## config.mk

```make
export PLATFORM = sky130hd
export DESIGN_NAME = cnn_layer_sequencer
export DESIGN_NICKNAME = d
export VERILOG_FILES = /design/src/rtl/cnn_layer_sequencer.sv
export SDC_FILE = /design/constraint.sdc
export NUM_CORES = 1
export LEC_CHECK = 0
export CORE_MARGIN = 10
export CORE_UTILIZATION = 59
export DETAILED_ROUTE_END_ITERATION = 8
export DONT_BUFFER_PORTS = 1
export PLACE_DENSITY = 0.75
export SYNTH_ARGS = -nofsm -noshare
export SYNTH_HDL_FRONTEND = slang
export SYNTH_SLANG_ARGS = --single-unit
```

## constraint.sdc

```tcl
create_clock -name clk -period 10 [get_ports clk]
set_input_delay 2 -clock clk [delete_from_list [all_inputs] [get_ports clk]]
set_output_delay 2 -clock clk [all_outputs]
set_load 0.01 [all_outputs]
```

## src/rtl/cnn_layer_sequencer.sv

```systemverilog
// Sequences a CONV -> POOL -> FC engine pipeline with per-layer cycle counters
// and a per-layer watchdog that parks the sequencer in ERR on timeout.
module cnn_layer_sequencer #(
    parameter int unsigned CNT_WIDTH = 16,
    parameter int unsigned TIMEOUT   = 50000
) (
    input  logic                   clk,
    input  logic                   reset,
    input  logic                   start,
    output logic                   conv_start,
    output logic                   pool_start,
    output logic                   fc_start,
    input  logic                   conv_done,
    input  logic                   pool_done,
    input  logic                   fc_done,
    output logic                   busy,
    output logic                   done,
    output logic                   error,
    output logic [CNT_WIDTH-1:0]   conv_cycles,
    output logic [CNT_WIDTH-1:0]   pool_cycles,
    output logic [CNT_WIDTH-1:0]   fc_cycles,
    output logic [CNT_WIDTH+1:0]   total_cycles,
    output logic [2:0]             current_state
);

    typedef enum logic [2:0] {
        S_IDLE = 3'd0,
        S_CONV = 3'd1,
        S_POOL = 3'd2,
        S_FC   = 3'd3,
        S_DONE = 3'd4,
        S_ERR  = 3'd5
    } state_e;

    localparam logic [CNT_WIDTH-1:0] CNT_ONE   = CNT_WIDTH'(1);
    localparam logic [CNT_WIDTH-1:0] CNT_LIMIT = CNT_WIDTH'(TIMEOUT);

    state_e               state_q, state_d;
    logic [CNT_WIDTH-1:0] conv_cnt_q, conv_cnt_d;
    logic [CNT_WIDTH-1:0] pool_cnt_q, pool_cnt_d;
    logic [CNT_WIDTH-1:0] fc_cnt_q, fc_cnt_d;
    logic                 conv_start_q, conv_start_d;
    logic                 pool_start_q, pool_start_d;
    logic                 fc_start_q, fc_start_d;
    logic                 error_q, error_d;
    logic                 launch;

    always_comb begin
        state_d      = state_q;
        conv_cnt_d   = conv_cnt_q;
        pool_cnt_d   = pool_cnt_q;
        fc_cnt_d     = fc_cnt_q;
        error_d      = error_q;
        conv_start_d = 1'b0;
        pool_start_d = 1'b0;
        fc_start_d   = 1'b0;
        launch       = 1'b0;

        // The watchdog compares the count including the current cycle, so a
        // layer gets exactly TIMEOUT cycles and completion on the last one wins.
        case (state_q)
            S_IDLE, S_ERR: launch = start;
            S_DONE: begin
                state_d = S_IDLE;
                launch  = start;
            end
            S_CONV: begin
                conv_cnt_d = conv_cnt_q + CNT_ONE;
                if (conv_done) begin
                    state_d      = S_POOL;
                    pool_start_d = 1'b1;
                end else if (conv_cnt_d == CNT_LIMIT) begin
                    state_d = S_ERR;
                    error_d = 1'b1;
                end
            end
            S_POOL: begin
                pool_cnt_d = pool_cnt_q + CNT_ONE;
                if (pool_done) begin
                    state_d    = S_FC;
                    fc_start_d = 1'b1;
                end else if (pool_cnt_d == CNT_LIMIT) begin
                    state_d = S_ERR;
                    error_d = 1'b1;
                end
            end
            S_FC: begin
                fc_cnt_d = fc_cnt_q + CNT_ONE;
                if (fc_done) begin
                    state_d = S_DONE;
                end else if (fc_cnt_d == CNT_LIMIT) begin
                    state_d = S_ERR;
                    error_d = 1'b1;
                end
            end
            default: state_d = S_IDLE;
        endcase

        if (launch) begin
            state_d      = S_CONV;
            conv_start_d = 1'b1;
            conv_cnt_d   = '0;
            pool_cnt_d   = '0;
            fc_cnt_d     = '0;
            error_d      = 1'b0;
        end
    end

    always_ff @(posedge clk) begin
        if (reset) begin
            state_q      <= S_IDLE;
            conv_cnt_q   <= '0;
            pool_cnt_q   <= '0;
            fc_cnt_q     <= '0;
            conv_start_q <= 1'b0;
            pool_start_q <= 1'b0;
            fc_start_q   <= 1'b0;
            error_q      <= 1'b0;
        end else begin
            state_q      <= state_d;
            conv_cnt_q   <= conv_cnt_d;
            pool_cnt_q   <= pool_cnt_d;
            fc_cnt_q     <= fc_cnt_d;
            conv_start_q <= conv_start_d;
            pool_start_q <= pool_start_d;
            fc_start_q   <= fc_start_d;
            error_q      <= error_d;
        end
    end

    assign conv_start    = conv_start_q;
    assign pool_start    = pool_start_q;
    assign fc_start      = fc_start_q;
    assign busy          = (state_q == S_CONV) || (state_q == S_POOL) || (state_q == S_FC);
    assign done          = (state_q == S_DONE);
    assign error         = error_q;
    assign conv_cycles   = conv_cnt_q;
    assign pool_cycles   = pool_cnt_q;
    assign fc_cycles     = fc_cnt_q;
    assign total_cycles  = (CNT_WIDTH+2)'(conv_cnt_q) + (CNT_WIDTH+2)'(pool_cnt_q)
                         + (CNT_WIDTH+2)'(fc_cnt_q);
    assign current_state = state_q;

endmodule

```

# --- Word-level counts from Yosys, hierarchy flattened ---
# Index checks and enable logic that the tools add are counted.
totals:
  regBits: 55
  output_inout_bits: 75
  wordCells: 69
op_classes:
  addsub: 5
  eq_ne: 21
  n_mux: 19
  bitwise_logic: 3
  n_reduce_logical: 12
ops:
  columns: ["operator", "n"]
  rows:
  - ["$add 16x1->16 const B", 3]
  - ["$eq 16x16->1 const B", 3]
  - ["$add 17x16->18", 1]
  - ["$mux 3", 6]
  - ["$add 16x16->17", 1]
  - ["$ne 2x2->1 const B", 7]
  - ["$ne 4x4->1 const B", 3]
  - ["$pmux 3 s4", 1]
  - ["$mux 1", 11]
  - ["$ne 3x3->1 const B", 3]
  - ["$reduce_and 4->1", 2]
  - ["$reduce_or 2->1", 4]
  - ["$reduce_and 7->1", 1]
  - ["$eq 3x2->1 const B", 2]
  - ["$eq 3x3->1 const B", 2]
  - ["$eq 3x1->1 const B", 1]
  - ["$logic_not 3->1", 1]
  - ["$not 1->1", 3]
  - ["$pmux 1 s3", 1]
  - ["$reduce_bool 3->1", 1]
  - ["$reduce_or 3->1", 1]
  - ["$logic_or 1x1->1", 2]

# --- Depth between registers and ports, before layout ---
depth:
  ltp_word: 6
  mapped_depth: 12

# --- Least setup slack after synthesis ---
# No wires, ideal clock.
synth_path:
  path_kind: "register to output"
  start: "register fc_cnt_q[1] (netlist: fc_cycles[1])"
  end: "output port total_cycles[15]"
  arrival_time_ns: 3.084
  path_slack_ns: 4.916
  path_stages_with_launch: 11
  path_cell_list: "dfxtp_1 > fa_1 > ha_1 > fa_1 > a21o_1 > a21oi_1 > o2111a_1 > o21ai_1 > a2111oi_0 > o41ai_1 > xor2_1"
synth_via:
  elab_chain_cells: 1
synth_rtl:
  columns: ["item", "line", "rtl"]
  rows:
  - ["start, declared", "41", "logic [CNT_WIDTH-1:0] fc_cnt_q, fc_cnt_d;"]
  - ["start signal, assigned", "123", "fc_cnt_q <= fc_cnt_d;"]
  - ["$add 17x16->18", "141", "+ (CNT_WIDTH+2)'(fc_cnt_q);"]
  - ["end, declared", "22", "output logic [CNT_WIDTH+1:0] total_cycles,"]
# No other way between the ends.

# --- Final worst setup path ---
# Ends and elaborated chain as after synthesis.

==> impl_metrics.yaml <==
cts:
  clockBufferDepth: 2
  cts_tree: "built"
  cts_setup_buffers: 0
  cts_root_buf: "clkbuf_8"
  clock_latency_ns: 0.31
  cts-buffers-inserted: 5
  cts.hold.buffers_added: 0
  path_clk_slew_ns: 0.10
  clock_sinks: 55
  cts_resized: 0
  h-tree-depth: 2
synthesis:
  ys_warn_count: 0
  synth_ff_type: "dfxtp_1"
  syn_inst: 496
  ys_seq_area_share_pct: 26.8
  syn_avg_cell_area_um2: 8.27
  async_flop_share_pct: 0
  synth_fp_nets: 539
  synth_edf_count: 0
  ys_ff_latch: 55
  synth_cell_types: 59
  netlist_area_um2: 4100
place:
  dp_hpwl_mm: 8.35
  gp_congestion: 0.972
  numPortBuffers: 0
routing:
  drtAntennaViolNets: 0
  first_pass_iters: 4
  post_drt_wl_per_cell_um: 18.5
  drt-total-wl_mm: 10.8
  remaining_drc_errors: 0
  dr.first_iter.drc_count: 292
  vias: 3539
  routed_via_density: 6.07
worst_hold_path:
  hold_path_class: "register to register"
  hold_start: "error$_SDFFE_PP0P_"
  holdPathStages: 2
  hold_end: "error$_SDFFE_PP0P_"
layout:
  area_delta_synth_final_pct: 3.51
  fillers: 607
  antennaDiodeCount: 0
  drive_above_1_share_pct: 4.72
  nets: 529
  layout_common_cells: "nor2_1 (77), dfxtp_1 (55), nand2_1 (38)"
  mostFrequentLayoutCell: "nor2_1"
timing:
  slew-limit-headroom_pct: 37.3
  setup_tns_ns: 0
  drv_slew: 0
  fmax_mhz: 173
  min_period_over_period_pct: 57.7
  setup_viol: 0
  rsz0062_at_grt: "no"
  fin_skew_ns: 0.00849
  hold_violations: 0
  tightestPinTransition_ns: 0.941
  min_period_ns: 5.77
global_routing:
  grt_pass1_wl_mm: 16.9
  grt_pass1_vias: 3103
  grt_max_degree: 52
  grt_overflow: 0
  grt_antenna_before_repair: 0
  track_usage_pct: 20.0
worst_setup_path:
  cp-end-kind: "primary output"
  cp_data_required_time_ns: 8.00
  cp.arrival_ns: 3.77
  crit_fanout: 10
  crit_type: "register to primary output"
  ff2ff_setup_slack_ns: 7.29
  reg2reg_depth: 8
  timing.rr.end: "current_state[2]$_SDFFE_PP0P_"
  critPathLaunchType: "register"
  r2r-start: "pool_cycles[1]$_SDFFE_PP0P_"
floorplan:
  die-area_um2: 10700
  rows: 30
  coreArea_um2: 6790
  pin_count: 81
  initial_utilization_pct: 60.4
  fp.dieW_um: 103
  die_h_um: 103
power:
  total_power_mw: 0.387
  p_switching_mw: 0.105
  power_frac_seq_pct: 59.5
  p_leak_nw: 1.64
  p_int_mw: 0.282
  pwr-share-clk_pct: 31.9
  switching_share_pct: 27.2
  powerDensity_nw_per_um2: 91.2
  pwr-share-comb_pct: 8.7
  irDropWorstVdd_v: 0.0000577
run_status:
  status: "finished clean"
job:
  cap_violations: 0
metal layers:
metal / GRT usage, % / part of all wire [%]
met2: 32.4 / 46
met1: 26.3 / 43
met5: 0 / 0
met3: 5.85 / 10
met4: 3.10 / 0.91
cell usage after synthesis, types with 2 or more instances:
cell type,number,area [um^2]
nor2_1,77,289
dfxtp_1,55,1100
nand2_1,38,143
xor2_1,35,307
nand3_1,28,140
xnor2_1,27,236
a21oi_1,23,115
ha_1,20,250
fa_1,17,340
o21ai_0,17,85.1
nor3_1,16,80.1
inv_1,15,56.3
clkbuf_1,14,52.6
nand4_1,12,75.1
and3_1,8,50.1
a211oi_1,6,45.0
nand2b_1,6,37.5
nor3b_1,6,45.0
a31oi_1,4,25.0
and2_1,4,25.0
and4_1,4,35.0
buf_2,4,20.0
or3_1,4,25.0
a21o_1,3,22.5
mux2i_1,3,30.0
nand3b_1,3,22.5
nor2b_1,3,18.8
o22ai_1,3,18.8
a2111oi_0,2,17.5
a311oi_1,2,17.5
a31o_2,2,17.5
a41o_1,2,20.0
a41oi_1,2,17.5
nand3_2,2,20.0
o2111a_1,2,22.5
o2111ai_1,2,17.5
o21ai_1,2,10.0
o41ai_1,2,17.5
cells by family after synthesis:
| kind of cell | synth area share, % |
|---|---|
| mux | 1.01 |
| flops | 26.8 |
| compound gates | 14.3 |
| simple gates | 27.1 |
| buf+inv | 3.14 |
| fa+ha+maj | 14.4 |
| xor+xnor | 13.2 |
cell type report:
class,count,area (um^2),area share (%)
clock buffer,5,68.8,1.62
tap,96,120,2.83
timing repair buffer,1,7.51,0.177
multi-input combinational,408,2870,67.7
clock inverter,3,20.0,0.471
inverter,15,56.3,1.33
sequential,55,1100,25.9
how the worst max path moves through the flow:
stage,start,to,slack (ns),depth (start not counted)
floorplan,fc_cycles[1]$_SDFFE_PP0N_,total_cycles[15],4.92,10
global placement,fc_cycles[1]$_SDFFE_PP0N_,total_cycles[15],4.67,10
detailed placement,fc_cycles[1]$_SDFFE_PP0N_,total_cycles[15],4.59,10
CTS,fc_cycles[1]$_SDFFE_PP0N_,total_cycles[15],4.23,10
global route,fc_cycles[1]$_SDFFE_PP0N_,total_cycles[15],3.95,10
finish,fc_cycles[1]$_SDFFE_PP0N_,total_cycles[15],4.23,10
power by group through the flow:
stage | clock [mW] | combinational [mW] | sequential (mW)
2_1_floorplan | 0 | 0.0285 | 0.232
5_1_grt | 0.134 | 0.0379 | 0.232
4_1_cts | 0.127 | 0.0339 | 0.231
3_3_place_gp | 0 | 0.0334 | 0.236
6_report | 0.123 | 0.0336 | 0.230
3_5_place_dp | 0 | 0.0338 | 0.236
sequential cells by signal (all words and copies together) (netlist names):
register       flops
pool_start         1
pool_cycles       16
current_state      3
fc_cycles         16
error              1
fc_start           1
conv_start         1
conv_cycles       16
stage by stage:
stage	cells	util, %	cell area (um^2)	hold slack, ns	setup slack, ns
after floorplan	496	-	4100	0.470	4.92
after global placement	575	61.2	4160	0.489	4.67
after detailed placement	575	61.2	4160	0.497	4.59
after CTS	583	62.5	4250	0.515	4.23
after global routing	583	62.5	4250	0.552	3.95
final	583	62.5	4250	0.507	4.23
worst max-delay path: stages (launching register included):
cell and delay [ns]:
dfxtp_1 0.61, fa_1 0.50, ha_1 0.26, fa_1 0.41, a21o_1 0.19, a21oi_1 0.25
o2111a_1 0.26, o21ai_1 0.10, a2111oi_0 0.43, o41ai_1 0.16, xor2_1 0.27
Note: power is estimated with default switching activity, not from simulation.
